$ cat src/rtl/imem_boot_loader.sv
// Byte-serial boot loader: parses a length-prefixed, XOR-checksummed image,
// writes little-endian words into IMEM and releases the core once the image verifies.
module imem_boot_loader #(
    parameter int          DEPTH_WORDS = 256,
    parameter logic [31:0] BASE_ADDR   = 32'h0000_0000
) (
    input  logic        clk,
    input  logic        rst_n,
    input  logic        rx_valid,
    input  logic [7:0]  rx_data,
    output logic        rx_ready,
    output logic        imem_we,
    output logic [31:0] imem_addr,
    output logic [31:0] imem_wdata,
    output logic        core_rst_n,
    output logic        load_done,
    output logic        load_error
);

    localparam int IDX_W = $clog2(DEPTH_WORDS) + 1;

    typedef enum logic [2:0] {
        ST_LEN0  = 3'd0,
        ST_LEN1  = 3'd1,
        ST_DATA  = 3'd2,
        ST_CHK   = 3'd3,
        ST_DONE  = 3'd4,
        ST_ERROR = 3'd5
    } state_t;

    state_t           state_r;
    logic [7:0]       len_lo_r;
    logic [15:0]      len_r;
    logic [1:0]       byte_cnt_r;
    logic [IDX_W-1:0] word_idx_r;
    logic [23:0]      shift_r;
    logic [7:0]       xor_r;

    logic             ready_s;
    logic             accept_s;
    logic [15:0]      len_s;
    logic             len_over_s;
    logic             last_word_s;

    // Running image checksum: fold one byte into the accumulator.
    function automatic logic [7:0] xor_fold(input logic [7:0] acc, input logic [7:0] b);
        return acc ^ b;
    endfunction

    // Byte address of a word slot; wraps modulo 2^32.
    function automatic logic [31:0] word_addr(input logic [IDX_W-1:0] idx);
        return BASE_ADDR + (32'(idx) << 2);
    endfunction

    // Ready decode: the loader consumes bytes in every parsing state.
    always_comb begin
        ready_s = 1'b0;
        case (state_r)
            ST_LEN0, ST_LEN1, ST_DATA, ST_CHK: ready_s = 1'b1;
            ST_DONE, ST_ERROR:                 ready_s = 1'b0;
            default:                           ready_s = 1'b0;
        endcase
    end

    assign rx_ready    = ready_s;
    assign accept_s    = rx_valid && ready_s;
    assign len_s       = {rx_data, len_lo_r};
    assign len_over_s  = ({1'b0, len_s} > 17'(DEPTH_WORDS));
    assign last_word_s = ((17'(word_idx_r) + 17'd1) == {1'b0, len_r});

    // Parser FSM with registered write port and status outputs.
    always_ff @(posedge clk or negedge rst_n) begin
        if (!rst_n) begin
            state_r    <= ST_LEN0;
            len_lo_r   <= 8'h00;
            len_r      <= 16'h0000;
            byte_cnt_r <= 2'd0;
            word_idx_r <= '0;
            shift_r    <= 24'h00_0000;
            xor_r      <= 8'h00;
            imem_we    <= 1'b0;
            imem_addr  <= BASE_ADDR;
            imem_wdata <= 32'h0000_0000;
            core_rst_n <= 1'b0;
            load_done  <= 1'b0;
            load_error <= 1'b0;
        end else begin
            imem_we <= 1'b0;
            if (accept_s) begin
                case (state_r)
                    ST_LEN0: begin
                        len_lo_r <= rx_data;
                        xor_r    <= xor_fold(xor_r, rx_data);
                        state_r  <= ST_LEN1;
                    end
                    ST_LEN1: begin
                        len_r <= len_s;
                        xor_r <= xor_fold(xor_r, rx_data);
                        if (len_over_s) begin
                            state_r    <= ST_ERROR;
                            load_error <= 1'b1;
                        end else if (len_s == 16'd0) begin
                            state_r <= ST_CHK;
                        end else begin
                            state_r <= ST_DATA;
                        end
                    end
                    ST_DATA: begin
                        xor_r      <= xor_fold(xor_r, rx_data);
                        byte_cnt_r <= byte_cnt_r + 2'd1;
                        case (byte_cnt_r)
                            2'd0: shift_r[7:0]   <= rx_data;
                            2'd1: shift_r[15:8]  <= rx_data;
                            2'd2: shift_r[23:16] <= rx_data;
                            2'd3: begin
                                imem_we    <= 1'b1;
                                imem_wdata <= {rx_data, shift_r};
                                imem_addr  <= word_addr(word_idx_r);
                                word_idx_r <= word_idx_r + IDX_W'(1);
                                if (last_word_s) begin
                                    state_r <= ST_CHK;
                                end
                            end
                            default: shift_r <= shift_r;
                        endcase
                    end
                    ST_CHK: begin
                        if (rx_data == xor_r) begin
                            state_r    <= ST_DONE;
                            load_done  <= 1'b1;
                            core_rst_n <= 1'b1;
                        end else begin
                            state_r    <= ST_ERROR;
                            load_error <= 1'b1;
                        end
                    end
                    default: state_r <= state_r;
                endcase
            end
        end
    end

endmodule

$ cat config.mk
export PLATFORM = sky130hd
export DESIGN_NAME = imem_boot_loader
export DESIGN_NICKNAME = d
export VERILOG_FILES = /design/src/rtl/imem_boot_loader.sv
export SDC_FILE = /design/constraint.sdc
export NUM_CORES = 1
export LEC_CHECK = 0
export CAP_MARGIN = 20
export CORE_MARGIN = 2
export CORE_UTILIZATION = 40
export CTS_CLUSTER_SIZE = 8
export DETAILED_ROUTE_END_ITERATION = 12
export HOLD_SLACK_MARGIN = 0.1
export PLACE_DENSITY = 0.71
export SETUP_SLACK_MARGIN = 0.4
export SLEW_MARGIN = 10
export SYNTH_ARGS = -nofsm -noshare
export SYNTH_HDL_FRONTEND = slang
export SYNTH_SLANG_ARGS = --single-unit
$ cat constraint.sdc
create_clock -name clk -period 4.8 [get_ports clk]
set_input_delay 1.2 -clock clk [delete_from_list [all_inputs] [get_ports clk]]
set_output_delay 1.2 -clock clk [all_outputs]
set_load 0.02 [all_outputs]
== After elaboration in Yosys (flattened, before gate mapping) ==
Cells that the tools add are included.
W data, S select, Z words.

* Flip-flop bits (word level): 114
* Latch bits: 0
* RAM bits: 0
* Bits in read-only memories: 0
* Bits of input ports: 11
* Output and inout bits: 69
* Memories: 0

* Add/subtract/negate cells: 3
* Multipliers: 0
* Divide/modulo/power cells: 0
* $lt $le $gt $ge: 1
* Equality and inequality tests: 12
* Shifts and indexed selects: 0
* Muxes and demuxes: 13
* Bitwise operators: 1
* Reductions and logical operators: 19

{| class="wikitable"
|+ Operators with widths
! cell !! count
|-
| $eq A10 B16 Y1 || 1
|-
| $gt A16 B9 Y1 const B || 1
|-
| $logic_not A16 Y1 || 1
|-
| $reduce_and A3 Y1 || 5
|-
| $pmux W3 S4 || 1
|-
| $add A9 B1 Y10 const B || 1
|-
| $add A9 B1 Y9 const B || 1
|-
| $mux W3 || 3
|-
| $eq A8 B8 Y1 || 1
|-
| $mux W1 || 8
|-
| $ne A2 B2 Y1 const B || 4
|-
| $reduce_and A2 Y1 || 4
|-
| $reduce_and A4 Y1 || 2
|-
| $xor A8 B8 Y8 || 1
|-
| $eq A3 B2 Y1 const B || 2
|-
| $eq A2 B2 Y1 const B || 2
|-
| $reduce_bool A4 Y1 || 1
|-
| $reduce_or A4 Y1 || 1
|-
| $eq A3 B1 Y1 const B || 1
|-
| $logic_not A3 Y1 || 1
|-
| $reduce_or A3 Y1 || 1
|-
| $add A2 B1 Y2 const B || 1
|-
| $eq A2 B1 Y1 const B || 1
|-
| $logic_not A2 Y1 || 1
|-
| 3 further kinds || 3
|}

== Depth between registers and ports, before layout ==
Gate-level depths: netlist of run 1.

* Depth after elaboration: 5
* Depth in mapped cells: 7
* Mapped depth without buffers: 6

== Worst setup path before layout of run 1 ==
No wires, ideal clock.

* Path type: input to register
* Start: in rx_valid
* End: reg imem_wdata[0]
* Arrival time: 2336 ps
* Required time: 4675 ps
* Path slack: 2339 ps
* Cell stages on the path: 6
* Buffers on the path: 1
* Cells stage by stage: nand2b_4 > nor3b_4 > nand2_4 > clkinv_2 > buf_4 > mux2_2

* Cells in the longest elaborated chain, start to end: 2

{| class="wikitable"
|+ Ends and longest elaborated chain
! item !! line !! RTL
|-
| from (decl) || 9 || <nowiki>input logic rx_valid,</nowiki>
|-
| $logic_and A1 B1 Y1 || 66 || <nowiki>assign accept_s = rx_valid && ready_s;</nowiki>
|-
| $reduce_and A3 Y1 (no line) || n/a ||
|-
| to (signal assigned) || 117 || <nowiki>imem_wdata <= {rx_data, shift_r};</nowiki>
|-
| to (decl) || 14 || <nowiki>output logic [31:0] imem_wdata,</nowiki>
|}

No other way between the ends.
A chain may end at the register's enable or synchronous reset.

== Worst setup path after layout of run 1 ==
* Start: in rx_valid
* End: reg imem_wdata[4]

Same word-level chain as after synthesis.

==> results of run 1 <==
-- power groups by stage --
stage	Clock, mW	Combinational, mW	Sequential [mW]
2_1_floorplan	0	0.0511	0.990
3_3_place_gp	0	0.0720	0.991
3_5_place_dp	0	0.0732	0.991
4_1_cts	1.30	0.0739	0.974
5_1_grt	1.35	0.0813	0.975
6_report	1.28	0.0722	0.974
-- sequential cells by signal (all words and copies together) (netlist names) --
signal,cells
byte_cnt_r,2
state_r,3
imem_addr,9
load_done,1
len_lo_r,8
load_error,1
word_idx_r,9
imem_we,1
shift_r,24
xor_r,8
len_r,16
imem_wdata,32
-- area by class of cell --
type	count	area [sq um]
clock buffers	17	425.4
clock inverters	15	180.2
fillers	1042	5916
inverters	6	23.77
multi-input cells	240	1973
flip-flops and latches	114	2853
well taps	168	210.2
repair buffers	59	580.6
-- kinds of logic after synthesis --
group                    share of synthesized area
flip-flops                                  0.5673
multiplexers                                0.1991
AND/OR/NAND/NOR                            0.07465
buffers and inverters                      0.05673
XOR/XNOR                                   0.06096
AO/OA/AOI/OAI                              0.02812
adder cells (fa/ha/maj)                    0.01244
other                                    0.0007457
-- critical path, stage by stage --
cell	delay (ps)
clkdlybuf4s50_1	540
nand2b_4	100
nor3b_4	360
nand2_4	290
clkinv_2	420
mux2_2	390
-- Yosys cell counts (all sizes together) (2+ instances only) --
library cell  count
or3               3
nor2              8
or4               6
xor2              7
clkbuf           10
nand4             5
a21oi             3
mux2             88
xnor2            28
nor3b             2
nand2            26
inv               5
buf              32
nand3             5
dfrtp           114
nor3              4
ha                5
o21ai             8
-- metal layers --
| metal | wire (um) | up-vias | track usage |
|---|---|---|---|
| li1 | - | 1393 | - |
| met3 | 412 | 13 | 0.04567 |
| met1 | 4711 | 1524 | 0.2243 |
| met2 | 4545 | 75 | 0.2507 |
| met4 | 118 | 0 | 0.06984 |
| met5 | 0 | - | 0 |
-- worst paths after layout --
path                                  to  slack [ps]        from  depth (start not counted)
min in group asynchronous       xor_r[7]         720       rst_n                          1
hold / removal                 load_done         480   load_done                          1
setup / recovery           imem_wdata[4]        1770    rx_valid                          6
hold reg to reg                load_done         480   load_done                          1
max in group asynchronous   imem_addr[3]        3100       rst_n                          2
setup reg to reg           imem_wdata[4]        2610  state_r[1]                          4
-- cell usage in the layout (no fill, tap or decap), types with 3 or more instances in the layout --
master,count
a21oi_1,3
buf_4,4
bufinv_16,3
clkbuf_16,17
clkdlybuf4s50_1,55
clkinv_2,5
clkinv_4,4
conb_1,23
dfrtp_1,114
ha_1,5
inv_1,5
inv_6,4
mux2_2,88
nand2_1,25
nand3_1,5
nand4_1,4
nor2_1,8
nor3_1,3
o21ai_0,8
or3_1,3
or4_1,6
xnor2_1,28
xor2_1,7
-- through the flow --
| stage | setup WS [ps] | cell area (sq um) | hold slack (ps) |
|---|---|---|---|
| 2_1_floorplan | 2339 | 5111 | 465.1 |
| 3_3_place_gp | 1385 | 5640 | 471.6 |
| 3_5_place_dp | 1321 | 5640 | 477.1 |
| 4_1_cts | 1742 | 6246 | 488.5 |
| 5_1_grt | 1596 | 6246 | 514.5 |
| 6_report | 1767 | 6246 | 482.3 |
==> flow_summary.yaml, run 1 <==
clock_tree:
  clkLatencyLatePin_ps: 410
  path_clk_slew_ps: 60
  cts_hold_buf: 0
  htreeDepth: 4
  clock_sinks: 114
  post_cts_buffers: 0
  clock_tree.buffer_depth: 2
  cts_buffers: 17
  cts_resized: 0
  cts_tree: "built"
  cts_root_buffer: "clkbuf_16"
power:
  share_comb_of_total_power: 0.031
  finalPower_mw: 2.323
  ir_worst_vdd_uv: 265.0
  internal-power_mw: 1.808
  p_clk_frac: 0.550
  p_sw_mw: 0.5158
  p_leak_nw: 2.993
  sw_frac_of_total: 0.2220
  pwr-share-seq: 0.419
  power_density_nw_per_um2: 372.0
synthesis:
  yosys_most_used_dff: "dfrtp_1"
  yosys_register_bits: 114
  synth_area_leader_cell: "dfrtp_1"
  netlist_instances: 380
  synth_async_sr_flop_share: 1.000
  ys_warn_count: 0
  syn_avg_cell_area_sq_um: 13.23
  synth_cell_types: 45
  ys_seq_area_frac: 0.5673
  syn-cell-area_sq_um: 5029
  synth-edff-count: 0
  synth.area.top_cells: "dfrtp_1 (57%), mux2_2 (20%), xnor2_1 (4.9%), buf_4 (3.9%), nand2_1 (1.9%)"
  yosysTopAreaCellShare: 0.5673
routing:
  num_vias: 3005
  wl_per_cell_um: 15.81
  drc_errors: 0
  drtIter0Drc: 129
  first_pass_iters: 4
  viasPerCell: 4.855
  wirelength_mm: 9.787
  ant_nets: 0
sta:
  fin_setup_tns_ps: 0
  slew_viol_final: 0
  clock_skew_ps: 7.743
  post-route-min-period_ps: 3033
  hold_viol: 0
  timing.final.setup_violations: 0
  fin_crit_sh: 0.6320
  fmax_mhz: 329.7
  slew_headroom: 0.5486
  rsz0062_at_grt: "no"
  tightestPinTransition_ps: 673.5
grt:
  grt_pass1_vias: 3157
  grt_pass1_wl_mm: 16.53
  grt_max_degree: 52
  antenna_found_initial: 0
  track_usage: 0.1649
  grt-ovfl-total: 0
place:
  place_inst: 587
  place_hpwl_mm: 6.423
  portBuffers: 56
  globalplace.congestion: 0.7250
floorplanning:
  core_area_sq_um: 12160
  ioPinCount: 80
  die_y_um: 116.1
  initial_core_util: 0.4135
  die_w_um: 116.1
  die_area_sq_um: 13480
  rows: 40
worst_hold_path:
  hold_class: "flip-flop to flip-flop"
cells_and_area:
  antenna_cells: 0
  nets: 454
  utilization: 0.5136
  fin_cells: 619
  drive_gt1_frac: 0.2927
  area.growth.synth_to_final_pct: 24.21
setup_path:
  cp-start-kind: "input port"
  crit_type: "input port to flip-flop"
  end_kind: "flip-flop"
  worstPathRequired_ps: 5100
  crit_arrival_ps: 3330
  path_max_fanout: 27
flow_run:
  max_cap_violations: 0
outcome:
  status: "finished, final reports clean"
Power figures use the tool's default switching activity.
==> run 2: changes to the inputs <==
--- a/config.mk
+++ b/config.mk
@@ -11,7 +11,7 @@
 export CTS_CLUSTER_SIZE = 8
 export DETAILED_ROUTE_END_ITERATION = 12
 export HOLD_SLACK_MARGIN = 0.1
-export PLACE_DENSITY = 0.71
+export PLACE_DENSITY = 0.74
 export SETUP_SLACK_MARGIN = 0.4
 export SLEW_MARGIN = 10
 export SYNTH_ARGS = -nofsm -noshare
==> constraint.sdc (replaced) <==
create_clock -name clk -period 2.5 [get_ports clk]
set_input_delay 0.625 -clock clk [delete_from_list [all_inputs] [get_ports clk]]
set_output_delay 0.625 -clock clk [all_outputs]
set_load 0.02 [all_outputs]
==> flow_summary.yaml, run 2 (synthesis results as in run 1) <==
outcome:
  status: "finished, final reports clean"
clock_tree:
  clock_sinks: 114
  clock_tree.buffer_depth: 2
  cts_buffers: 17
  cts_tree: "built"
  htreeDepth: 4
  clkLatencyLatePin_ps: 410
  path_clk_slew_ps: 50
  cts_hold_buf: 0
  cts_root_buffer: "clkbuf_16"
setup_path:
  startpoint: "rx_valid"
  path_max_fanout: 23
  cp_num_buf_inv: 3
  crit_arrival_ps: 2310
  reg2reg_depth: 5
  end_kind: "flip-flop"
  cp.depth: 7
  r2r_slack_ps: 570
  critical_path.slowest_cell: "clkdlybuf4s50_1"
  slowest_delay_ps: 540
  cpLargestDelayFamily: "buffers and inverters"
  cp-start-kind: "input port"
  crit_end: "imem_wdata[14]"
  r2r_start: "len_r[10]"
  crit_type: "input port to flip-flop"
  worstPathRequired_ps: 2780
  reg2reg_to: "state_r[0]"
  worstPathCellList: "clkdlybuf4s50_1 -> nand2b_4 -> nor3b_4 -> nand2_4 -> clkinv_2 -> buf_12 -> mux2_2"
sta:
  post-route-min-period_ps: 2028
  tightestPinTransition_ps: 568.6
  clock_skew_ps: 9.697
  slew_headroom: 0.6209
  fin_crit_sh: 0.8112
  hold_viol: 0
  fmax_mhz: 493.1
  timing.final.setup_violations: 0
  rsz0062_at_grt: "no"
  slew_viol_final: 0
  fin_setup_tns_ps: 0
routing:
  viasPerCell: 4.927
  wl_per_cell_um: 16.16
  wirelength_mm: 10.34
  drtIter0Drc: 91
  drc_errors: 0
  first_pass_iters: 6
  num_vias: 3153
  ant_nets: 0
place:
  place_hpwl_mm: 7.136
  portBuffers: 56
  globalplace.congestion: 0.7573
grt:
  track_usage: 0.1670
  grt_pass1_vias: 3293
  grt_max_degree: 44
  grt_pass1_wl_mm: 17.04
  antenna_found_initial: 0
  grt-ovfl-total: 0
floorplanning:
  initial_core_util: 0.4135
  die_area_sq_um: 13480
  die_y_um: 116.1
  core_area_sq_um: 12160
  die_w_um: 116.1
  ioPinCount: 80
  rows: 40
cells_and_area:
  final_cell_mix: "dfrtp_1 (113), mux2_2 (88), clkdlybuf4s50_1 (54)"
  layout_commonest_cell: "dfrtp_1"
  seq_area_sq_um: 2854
  top_register: "imem_wdata"
  drive_gt1_frac: 0.3284
  nets: 475
  largest_register_ffs: 32
  utilization: 0.5292
  multi_input_area_sq_um: 1981
  reg.largest.list: "imem_wdata x32, shift_r x24, len_r x16"
  fillers: 1029
  antenna_cells: 0
  area.growth.synth_to_final_pct: 27.99
power:
  ir_worst_vdd_uv: 369.1
  p_leak_nw: 3.082
  power_density_nw_per_um2: 689.2
flow_run:
  max_cap_violations: 0
worst_hold_path:
  hold_class: "input port to async pin"
-- run 2: cell count changes in the layout (fill, tap and decap cells not counted), moves of 3 or more --
cell,change
buf_4,+18
clkinvlp_4,+6
clkinv_4,-4
buf_12,+3
inv_6,-3
-- run 2: how the worst min path moves through the flow --
stage	end	slack, ps	depth (start not counted)
global placement	load_done	470	1
floorplan	byte_cnt_r[0]	330	0
global route	imem_wdata[25]	250	1
finish	imem_wdata[25]	210	1
detailed placement	load_done	470	1
CTS	imem_wdata[26]	220	1
-- run 2: what timing repair did --
item / 4_1_cts / 5_1_grt
endpoints found under the setup margin: 2 / 2
resized for setup: 2 / 3
setup buffers: 0 / 0
-- run 2: area by class of cell --
| class | instances | share of cell area |
|---|---|---|
| Clock buffer | 18 | 0.06668 |
| Clock inverter | 14 | 0.02547 |
| Inverter | 6 | 0.003694 |
| Multi-Input combinational cell | 240 | 0.3077 |
| Sequential cell | 114 | 0.4434 |
| Tap cell | 168 | 0.03266 |
| Timing Repair Buffer | 80 | 0.1203 |
-- run 2: layer usage --
metal / track usage / part of all wire / routed length, um
met1: 0.2128 / 0.44 / 4591
met2: 0.2776 / 0.50 / 5199
met3: 0.04619 / 0.042 / 430
met4: 0.05556 / 0.012 / 122
met5: 0 / 0 / 0
-- run 2: where the power goes --
part           switching, mW  total [mW]  internal, mW
combinational          0.107       0.159        0.0526
sequential            0.0118        1.87          1.86
clock                  0.846        2.40          1.56
total                  0.965        4.44          3.47
-- run 2: worst register-to-register path, delay by kind of cell, from the launching register on --
kind | cells | cell delay (ps)
DFF | 1 | 370
and+or+nand+nor | 3 | 980
AOI/OAI and AO/OA | 2 | 510
-- run 2: per-stage QoR --
stage               hold WS (ps)  cell area [sq um]  worst slack, ps  power (mW)  cells
floorplan                  329.4               5111            613.9       1.998    402
global placement           470.1               5836            60.18       2.060    608
detailed placement         474.2               5836            15.91       2.064    608
CTS                        223.7               6427            420.7       4.482    640
global route               246.9               6436            414.9       4.590    640
finish                     210.5               6436            472.1       4.436    640
==> run 3: changes to the inputs <==
==> constraint.sdc (replaced) <==
create_clock -name clk -period 1.8 [get_ports clk]
set_input_delay 0.45 -clock clk [delete_from_list [all_inputs] [get_ports clk]]
set_output_delay 0.45 -clock clk [all_outputs]
set_load 0.02 [all_outputs]
==> flow_summary.yaml, run 3 (synthesis results as in run 1) <==
place:
  portBuffers: 56
  globalplace.congestion: 0.7953
  placed_cell_area_sq_um: 6080
  place_hpwl_mm: 7.698
  pre_cts_slack_ps: -422.2
  place_inst: 630
floorplanning:
  die_w_um: 116.1
  core_area_sq_um: 12160
  initial_core_util: 0.4135
  die_area_sq_um: 13480
  die_y_um: 116.1
  rows: 40
  ioPinCount: 80
routing:
  wl_per_cell_um: 20.66
  ant_nets: 0
  viasPerCell: 5.078
  first_pass_iters: 5
  drtIter0Drc: 202
  num_vias: 3626
  drc_errors: 0
  wirelength_mm: 14.75
sta:
  tightestPinTransition_ps: 529.1
  hold_viol: 0
  finalWorstSetupSlack_ps: -129.0
  clock_skew_ps: 15.63
  timing.final.setup_violations: 1
  slew_headroom: 0.6428
  fmax_mhz: 518.4
  rsz0062_at_grt: "yes"
  fin_setup_tns_ps: -129.0
  hold_slack_ps: 489.2
  slew_viol_final: 0
  fin_crit_sh: 1.072
  post-route-min-period_ps: 1929
grt:
  grt_pass1_wl_mm: 21.11
  grt_pass1_vias: 3747
  track_usage: 0.2137
  grt_max_degree: 37
  antenna_found_initial: 0
  grt-ovfl-total: 0
cells_and_area:
  fin_cells: 714
  layout_commonest_cell: "dfrtp_1"
  reg.largest.list: "imem_wdata x32, shift_r x24, len_r x16"
  largest_register_ffs: 32
  antenna_cells: 0
  final_area_sq_um: 7838
  top_register: "imem_wdata"
  nets: 552
  final_cell_mix: "dfrtp_1 (113), mux2_4 (72), buf_4 (69)"
  drive_gt1_frac: 0.5934
  area.growth.synth_to_final_pct: 55.86
  utilization: 0.6444
clock_tree:
  clock_sinks: 114
  cts_buffers: 17
  cts_root_buffer: "clkbuf_16"
  clock_tree.buffer_depth: 2
  path_clk_slew_ps: 50
  htreeDepth: 4
  cts_tree: "built"
  clkLatencyLatePin_ps: 420
power:
  finalPower_mw: 6.156
  ir_worst_vdd_uv: 574.5
  p_leak_nw: 4.030
  power_density_nw_per_um2: 785.4
setup_path:
  worstPathCellList: "or4_4 -> nor4_4 -> buf_4 -> nand4_1 -> o31ai_2 -> o2111a_1"
  r2r_start: "len_r[10]"
  cpLargestDelayFamily: "simple AND/OR/NAND/NOR gates"
  worstPathRequired_ps: 2140
  critical_path.slowest_cell: "or4_4"
  crit_arrival_ps: 2270
  slowest_delay_ps: 560
  startpoint: "len_r[10]"
  end_kind: "flip-flop"
  crit_type: "flip-flop to flip-flop"
  cp_num_buf_inv: 1
  path_max_fanout: 2
  cp-start-kind: "flip-flop"
flow_run:
  max_cap_violations: 0
worst_hold_path:
  min_from: "xor_r[4]"
  hold_class: "flip-flop to flip-flop"
outcome:
  status: "complete, but fails checks"
  violations: "setup timing"
## run 3: routing by layer
layer  track usage  share of wire  vias up  wire length, um
li1              -              -     1571                -
met1        0.2698           0.40     1866             5903
met2        0.3524           0.52      154             7686
met3       0.05189          0.053       35              776
met4       0.09444          0.026        0              382
met5             0              0        -                0
## run 3: final cells by class
class / count / area [sq um]
flip-flops and latches: 114 / 2854
clock buffers: 19 / 452.9
multi-input cells: 240 / 2584
clock inverters: 10 / 112.6
repair buffers: 154 / 1538
fillers: 823 / 4324
inverters: 6 / 37.54
well taps: 168 / 210.2
repair inverters: 3 / 48.80
## run 3: power breakdown
| part | leakage (nW) | switching (mW) | internal [mW] |
|---|---|---|---|
| clock network | 0.276 | 1.19 | 2.07 |
| logic | 2.21 | 0.181 | 0.107 |
| registers | 1.55 | 0.0196 | 2.58 |
## run 3: worst paths after layout
| check | cells past startpoint | to | slack, ps |
|---|---|---|---|
| worst max-delay path | 6 | state_r[0] | -130 |
| worst min-delay path | 1 | xor_r[4] | 490 |
| worst max register to register | 6 | state_r[0] | -130 |
| worst min register to register | 1 | xor_r[4] | 490 |
| max in group asynchronous | 3 | imem_addr[9] | 630 |
| min in group asynchronous | 2 | shift_r[18] | 590 |
## run 3: what timing repair did
action | in CTS | in global routing
pin swaps | 22 | 19
hold endpoints to repair | 30 | 0
setup buffers | 29 | 21
gates resized for setup | 398 | 53
hold buffers | 1 | 0
setup endpoints to repair | 158 | 159
cloned | 4 | 0
